$ cat config.mk
export PLATFORM = sky130hd
export DESIGN_NAME = shift_arbiter_flat
export DESIGN_NICKNAME = d
export VERILOG_FILES = /design/src/rtl/shift_arbiter_if.sv /design/src/rtl/shift_arbiter.sv /design/src/flat_wrapper.sv
export SDC_FILE = /design/constraint.sdc
export NUM_CORES = 1
export LEC_CHECK = 0
export BUFFER_PORTS_ARGS = -buffer_cell sky130_fd_sc_hd__buf_4
export CORE_UTILIZATION = 52
export DETAILED_ROUTE_END_ITERATION = 16
export GPL_TIMING_DRIVEN = 0
export PLACE_DENSITY = 0.79
export SLEW_MARGIN = 20
export SYNTH_ARGS = -nofsm -noshare
export SYNTH_HDL_FRONTEND = slang
export SYNTH_SLANG_ARGS = --single-unit
$ cat constraint.sdc
create_clock -name clk -period 2.9 [get_ports clk]
set_clock_uncertainty 0.1 [all_clocks]
set_input_delay 0.435 -clock clk [delete_from_list [all_inputs] [get_ports clk]]
set_output_delay 0.435 -clock clk [all_outputs]
set_load 0.005 [all_outputs]
$ cat src/rtl/shift_arbiter_if.sv
// Requester-facing bundle for the shared shifter: two request channels plus
// the shared result, completion pulses and status.
interface shift_arbiter_if;
  localparam int unsigned DATA_W = 16;
  localparam int unsigned CNT_W  = 4;
  localparam int unsigned OP_W   = 2;

  logic              req0;
  logic [DATA_W-1:0] in0;
  logic [CNT_W-1:0]  cnt0;
  logic [OP_W-1:0]   op0;
  logic              req1;
  logic [DATA_W-1:0] in1;
  logic [CNT_W-1:0]  cnt1;
  logic [OP_W-1:0]   op1;
  logic              done0;
  logic              done1;
  logic [DATA_W-1:0] out;
  logic              busy;
  logic              gnt;

  // Requester side drives requests and operands
  modport master (
    output req0, in0, cnt0, op0,
    output req1, in1, cnt1, op1,
    input  done0, done1, out, busy, gnt
  );

  // Arbiter side consumes requests and returns results
  modport slave (
    input  req0, in0, cnt0, op0,
    input  req1, in1, cnt1, op1,
    output done0, done1, out, busy, gnt
  );
endinterface

$ cat src/rtl/shift_arbiter.sv
// Two-requester arbiter around a single 16-bit barrel shifter.
// Flow per operation: IDLE (grant + latch operands) -> SHIFT (capture result)
// -> DONE (one-cycle done pulse to the granted requester) -> IDLE.

// Combinational barrel shifter: 00 SRA, 01 SRL, 10 ROL, 11 SLL.
module shifter (
  input  logic [15:0] data,
  input  logic [3:0]  cnt,
  input  logic [1:0]  op,
  output logic [15:0] result_c
);
  localparam int unsigned DATA_W = 16;

  // Select the shift flavour; cnt=0 passes data through for every op
  always_comb begin
    result_c = data;
    case (op)
      2'b00:   result_c = DATA_W'($signed(data) >>> cnt);
      2'b01:   result_c = data >> cnt;
      2'b10:   result_c = (data << cnt) | (data >> (5'(DATA_W) - 5'(cnt)));
      default: result_c = data << cnt;
    endcase
  end
endmodule

module shift_arbiter #(
  parameter bit RR_EN = 1'b1
) (
  input  logic          clk,
  input  logic          rst,
  shift_arbiter_if.slave bus
);
  localparam int unsigned DATA_W = 16;
  localparam int unsigned CNT_W  = 4;
  localparam int unsigned OP_W   = 2;

  typedef struct packed {
    logic [DATA_W-1:0] data;
    logic [CNT_W-1:0]  cnt;
    logic [OP_W-1:0]   op;
  } operand_t;

  typedef enum logic [1:0] {
    IDLE  = 2'd0,
    SHIFT = 2'd1,
    DONE  = 2'd2
  } state_t;

  state_t            state;
  state_t            state_next;
  operand_t          opnd;
  operand_t          win_opnd_c;
  logic              ptr;
  logic              grant_c;
  logic              win_c;
  logic              grant_id;
  logic [DATA_W-1:0] shift_c;
  logic [DATA_W-1:0] result;
  logic [1:0]        done_vec;
  logic              busy_reg;

  // Shifter sees only the latched operands, never the live request inputs
  shifter u_shifter (
    .data     (opnd.data),
    .cnt      (opnd.cnt),
    .op       (opnd.op),
    .result_c (shift_c)
  );

  // Arbitration: grants only in IDLE; pointer decides ties when RR_EN is set
  always_comb begin
    grant_c = 1'b0;
    win_c   = 1'b0;
    if (state == IDLE) begin
      grant_c = bus.req0 | bus.req1;
      if (bus.req0 && bus.req1) begin
        win_c = RR_EN ? ptr : 1'b0;
      end else begin
        win_c = bus.req1;
      end
    end
    win_opnd_c = win_c ? operand_t'{bus.in1, bus.cnt1, bus.op1}
                       : operand_t'{bus.in0, bus.cnt0, bus.op0};
  end

  // Next-state logic
  always_comb begin
    state_next = state;
    case (state)
      IDLE:    if (grant_c) state_next = SHIFT;
      SHIFT:   state_next = DONE;
      DONE:    state_next = IDLE;
      default: state_next = IDLE;
    endcase
  end

  // State register
  always_ff @(posedge clk) begin
    if (rst) begin
      state <= IDLE;
    end else begin
      state <= state_next;
    end
  end

  // Operand latch, pointer, result capture and registered status outputs
  always_ff @(posedge clk) begin
    if (rst) begin
      opnd     <= '0;
      ptr      <= 1'b0;
      grant_id <= 1'b0;
      result   <= '0;
      done_vec <= 2'b00;
      busy_reg <= 1'b0;
    end else begin
      busy_reg <= (state_next != IDLE);
      done_vec <= 2'b00;
      if (grant_c) begin
        opnd     <= win_opnd_c;
        grant_id <= win_c;
        ptr      <= ~win_c;
      end
      if (state == SHIFT) begin
        result   <= shift_c;
        done_vec <= grant_id ? 2'b10 : 2'b01;
      end
    end
  end

  assign bus.out   = result;
  assign bus.done0 = done_vec[0];
  assign bus.done1 = done_vec[1];
  assign bus.busy  = busy_reg;
  assign bus.gnt   = grant_id;
endmodule

$ cat src/flat_wrapper.sv
// flat-port wrapper written by rule: the top's interface ports become plain ports
module shift_arbiter_flat 
#(
  parameter bit RR_EN = 1'b1
)
  (clk, rst, bus_req0, bus_in0, bus_cnt0, bus_op0, bus_req1, bus_in1, bus_cnt1, bus_op1, bus_done0, bus_done1, bus_out, bus_busy, bus_gnt);
  shift_arbiter_if bus_i ();
  input  logic clk;
  input  logic rst;
  input wire logic [$bits(bus_i.req0)-1:0] bus_req0;
  input wire logic [$bits(bus_i.in0)-1:0] bus_in0;
  input wire logic [$bits(bus_i.cnt0)-1:0] bus_cnt0;
  input wire logic [$bits(bus_i.op0)-1:0] bus_op0;
  input wire logic [$bits(bus_i.req1)-1:0] bus_req1;
  input wire logic [$bits(bus_i.in1)-1:0] bus_in1;
  input wire logic [$bits(bus_i.cnt1)-1:0] bus_cnt1;
  input wire logic [$bits(bus_i.op1)-1:0] bus_op1;
  output wire logic [$bits(bus_i.done0)-1:0] bus_done0;
  output wire logic [$bits(bus_i.done1)-1:0] bus_done1;
  output wire logic [$bits(bus_i.out)-1:0] bus_out;
  output wire logic [$bits(bus_i.busy)-1:0] bus_busy;
  output wire logic [$bits(bus_i.gnt)-1:0] bus_gnt;
  assign bus_i.req0 = bus_req0;
  assign bus_i.in0 = bus_in0;
  assign bus_i.cnt0 = bus_cnt0;
  assign bus_i.op0 = bus_op0;
  assign bus_i.req1 = bus_req1;
  assign bus_i.in1 = bus_in1;
  assign bus_i.cnt1 = bus_cnt1;
  assign bus_i.op1 = bus_op1;
  assign bus_done0 = bus_i.done0;
  assign bus_done1 = bus_i.done1;
  assign bus_out = bus_i.out;
  assign bus_busy = bus_i.busy;
  assign bus_gnt = bus_i.gnt;
  shift_arbiter #(.RR_EN(RR_EN)) u_core (.clk(clk), .rst(rst), .bus(bus_i));
endmodule
### After elaboration in Yosys (flattened, before gate mapping)

Index checks and enable logic that the tools add are counted.

* bits in registers: 45
* bits of input ports: 48
* output and inout bits: 20
* word-level logic and storage cells: 34

* add/sub/neg operators: 1
* eq/ne operators: 3
* shift operators: 4
* muxes and demuxes: 8
* bitwise operators: 4
* reduce and logical (&&, ||, !) cells: 5

Operators by type and width (number)
* $pmux W16 S3: 1
* $mux W22: 1
* $or A16 B16 Y16: 1
* $shl A16 B4 Y16: 1
* $shr A16 B4 Y16: 1
* $shr A16 B5 Y16: 1
* $sshr A16 B4 Y16: 1
* $sub A5 B4 Y5 const A: 1
* $eq A2 B1 Y1 const B: 2
* $logic_not A2 Y1: 2
* $mux W2: 2
* $pmux W2 S2: 1
* $mux W1: 3
* $eq A2 B2 Y1 const B: 1
* $not A1 Y1: 2
* $reduce_bool A2 Y1: 1
* $reduce_or A2 Y1: 1
* $logic_and A1 B1 Y1: 1
* $or A1 B1 Y1: 1

### Logic depth before layout (Yosys ltp)

* depth in word-level cells: 5
* mapped depth: 13
* gate-level depth less buffers: 8

### Cells and area by module

A second synthesis with hierarchy kept.

* cells, all modules: 546
* area total of the unflattened synthesis: 4355.4 um2

By module, submodules not included
* shifter: instances 1, cells each 325, area an instance 2471.1 um2, sequential area each 0.0 um2
* shift_arbiter: instances 1, cells each 221, area an instance 1884.3 um2, sequential area each 900.9 um2

### Worst setup path after synthesis

Ideal clock, no wire load.

* path type: flip-flop to flip-flop
* start point: reg u_core.opnd[3] (netlist bit)
* end point: reg u_core.result[8] (netlist: u_core.bus.out[8])
* setup time: 0.071 ns
* arrival: 2.853 ns
* data required time: 2.729 ns
* setup slack: -0.124 ns
* cell stages (with the launch flop): 13
* buffers on the path: 5
* clock period less this slack: 3.024 ns
* cells stage by stage: dfxtp_1 buf_4 buf_2 buf_2 inv_1 ha_1 clkbuf_1 buf_2 mux4_2 o32a_1 o311ai_1 o211ai_1 a21oi_1

* longest elaborated chain between the ends: 4
* elaborated cells between the ends (all ways): 7
* those cells by class: add/sub: 1; shift: 4; mux: 1; bitwise: 1

RTL lines
* from (decl): RTL line shift_arbiter.sv:51 `operand_t opnd;`
* from (signal assigned): RTL line shift_arbiter.sv:119 `opnd <= win_opnd_c;`
* $sub A5 B4 Y5: RTL line shift_arbiter.sv:20 `2'b10: result_c = (data << cnt) | (data >> (5'(DATA_W) - 5'(cnt)));`
* $shr A16 B5 Y16: RTL line shift_arbiter.sv:20
* $or A16 B16 Y16: RTL line shift_arbiter.sv:20
* $pmux W16 S3 (*): RTL line shift_arbiter.sv:17 `case (op)`
* to (signal assigned): RTL line shift_arbiter.sv:124 `result <= shift_c;`
* to (decl): RTL line shift_arbiter.sv:58 `logic [DATA_W-1:0] result;`

Mark *: on every way between the ends. The rest lies on a longest branch, timed or not.
A chain may end at the register's enable or synchronous reset.

### Worst setup path after layout

* start point: reg u_core.opnd[2] (netlist bit)
* end point: reg u_core.result[5] (netlist: u_core.bus.out[5])

The elaborated chain is that of the path after synthesis.

==> flow_summary_export.csv <==
group,metric,value,unit
sta,finalCriticalPeriod,2750,ps
cts,htree_num_levels,2,
pwr,power,2.40,mW
sta,rsz0062_at_grt,"false",
floorplan,start_util,53.8,%
logic_synthesis,synth-edff-count,0,
sta,worst_pin_slew,742,ps
detailed_routing,viasPerCell,7.00,
sta,period_share,94.7,%
logic_synthesis,syn_inst,478,
placement,placement.io_buffers,66,
pwr,p_clk_share,17.8,%
pwr,swShare,42.9,%
logic_synthesis,syn_area_per_cell,8.70,um^2
cts,cts.sinks,45,
finish,finish.utilization,64.5,%
worst_setup_path,crit_buf_inv,4,
grt,antenna_found_initial,0,
detailed_routing,vias,4557,
cts,worstSkewPairLatency,310,ps
floorplan,design.die.area,8360,um^2
cts,ctsHoldBuffers,0,
cts,clk_pin_slew,100,ps
sta,fmax,0.364,GHz
finish,drive_gt1_share,27.7,%
pwr,peakVddDrop,299,uV
detailed_routing,drt_iter0_drc,623,
placement,dp_hpwl,12400,um
worst_setup_path,cpMostUsedCell,"buf_6",
floorplan,dieWidth,91.4,um
detailed_routing,route.detailed.drc,0,
worst_setup_path,crit_path_top_delay_cell,"a2111oi_1",
finish,layout.nets,597,
worst_setup_path,endpoint_kind,"flip-flop",
job,maxCapViolCount,0,
worst_setup_path,slowest_delay,420,ps
sta,slew_headroom,50.5,%
detailed_routing,drt-pass1-iter-count,5,
logic_synthesis,synth_warnings,0,
pwr,p_seq_share,30.3,%
finish,area_delta_synth_final,19.8,%
worst_setup_path,critical-path-top-delay-family,"compound AO/OA/AOI/OAI gates",
cts,cts_root_buf,"clkbuf_8",
finish,layout_commonest_cell,"nor2_1",
cts,clockBufferDepth,2,
finish,antenna_cells,0,
grt,gr-usage-all-layers,39.1,%
grt,overflow,0,
worst_setup_path,crit_fanout,19,
grt,grt_pass1_vias,4482,
placement,routabilityCongestion,1.04,
finish,most-common-layout-cells,"nor2_1, buf_4, dfxtp_1",
worst_setup_path,crit_required,2970,ps
detailed_routing,post_drt_wl_per_cell,24.1,um
logic_synthesis,synth_nets,527,
grt,grt_pass1_wl,24900,um
finish,fin_area,4980,um^2
floorplan,die_h,91.4,um
worst_setup_path,crit_arrival,2820,ps
logic_synthesis,async_reset_ff_share,0,%
finish,regMostFlops,"u_core.opnd",
cts,cts_inserted_buffers,5,
grt,grt_max_degree,20,
pwr,p_int,1.37,mW
placement,placement.cell_area,4790,um^2
sta,slew_violations,0,
floorplan,coreArea,7730,um^2
min_path,hp-class,"in2reg",
sta,tns,0,ps
worst_setup_path,worstPathCellList,"buf_6 > buf_12 > inv_2 > ha_4 > buf_6 > mux2i_1 > o22ai_2 > nand2_1 > nor3_1 > a2111oi_1 > a211oi_1",
floorplan,num_io_pins,68,
worst_setup_path,path_class,"reg2reg",
finish,largest_reg_flops,22,
detailed_routing,drt_wl_total,15700,um
sta,finalSetupViolations,0,
logic_synthesis,netlist_area,4160,um^2
worst_setup_path,cp-start-kind,"flip-flop",
pwr,comb_power_share,51.9,%
detailed_routing,drtAntennaViolNets,0,
status,status,"complete, no violations",
pwr,p_sw,1.03,mW
logic_synthesis,synth_seq_cells,45,
logic_synthesis,synth.yosys.seq_area_share,21.7,%
floorplan,core.rowCount,32,
pwr,pwr_density_cell,481,nW/um^2
logic_synthesis,ys.flop_type,"dfxtp_1",
sta,hold_viol,0,
finish,fill_cells,645,
logic_synthesis,ys_types,61,
pwr,power.leakage,1.81,nW
cts,cts_tree,"built",
-- metrics by stage --
stage               setup slack (ps)  hold slack, ps  cells
floorplan                       28.5             351    478
global placement                -818             334    646
detailed placement              -824             350    646
CTS                             8.34             264    652
global route                    14.1             270    651
finish                           153             260    651
-- cell families (layout without fill, tap and decap cells) --
family,after synthesis,count (layout),synth area share [%]
muxes,75,75,29.4
DFF,45,45,21.7
AOI/OAI and AO/OA,129,129,22.9
adders and majority gates,1,1,0.301
and+or+nand+nor,160,160,17.5
xor gates and xnor gates,2,2,0.602
buffers and inverters,66,137,7.67
-- cell usage after synthesis (8+ instances only) --
master / n / area (um^2)
nor3_1: 10 / 50.1
o21ai_0: 18 / 90.1
a211oi_1: 9 / 67.6
mux4_2: 37 / 833
a21oi_1: 22 / 110
nor2_1: 74 / 278
o22ai_1: 8 / 50.1
dfxtp_1: 45 / 901
mux2i_1: 32 / 320
clkbuf_1: 41 / 154
buf_2: 8 / 40.0
nand2_1: 35 / 131
a222oi_1: 22 / 220
-- repair_timing --
action,4_1_cts,5_1_grt
setup endpoints to repair,16,10
gates resized for setup,23,7
buffers inserted,0,1
pin swaps,2,1
-- final timing paths --
path	start	endpoint	slack (ps)	cells after the start
worst min-delay path	bus_in0[15]	u_core.opnd[21]	260	3
worst max register to register	u_core.opnd[2]	u_core.bus.out[5]	150	11
worst min register to register	u_core.bus.out[8]	u_core.bus.out[8]	360	2
worst max-delay path	u_core.opnd[2]	u_core.bus.out[5]	150	11
-- routing by layer --
metal | wire (um) | up-vias | GRT usage (%)
li1 | - | 1984 | -
met1 | 5980 | 2126 | 50.2
met2 | 6940 | 377 | 61.2
met3 | 1790 | 70 | 8.46
met4 | 989 | 0 | 21.2
met5 | 0 | - | 0
-- area by class of cell --
class	count	area, um^2	area share (%)
Tap cell	102	128	2.56
Clock inverter	3	25.0	0.502
Multi-Input combinational cell	367	3030	60.9
Inverter	6	22.5	0.452
Timing Repair Buffer	67	503	10.1
Buffer	56	298	5.98
Sequential cell	45	905	18.2
Clock buffer	5	68.8	1.38
-- power groups by stage --
stage                     Sequential [mW]  Clock (mW)  Combinational [mW]
after detailed placement            0.739           0                1.15
final                               0.727       0.427                1.24
after floorplan                     0.725           0               0.794
after global placement              0.736           0                1.15
after CTS                           0.725       0.427                1.20
after global routing                0.734       0.457                1.32
-- tightest hold or removal path: stages --
cell and delay [ps]:
buf_4 80, a222oi_1 50, nor2_1 70
Note: power is estimated with default switching activity, not from simulation.
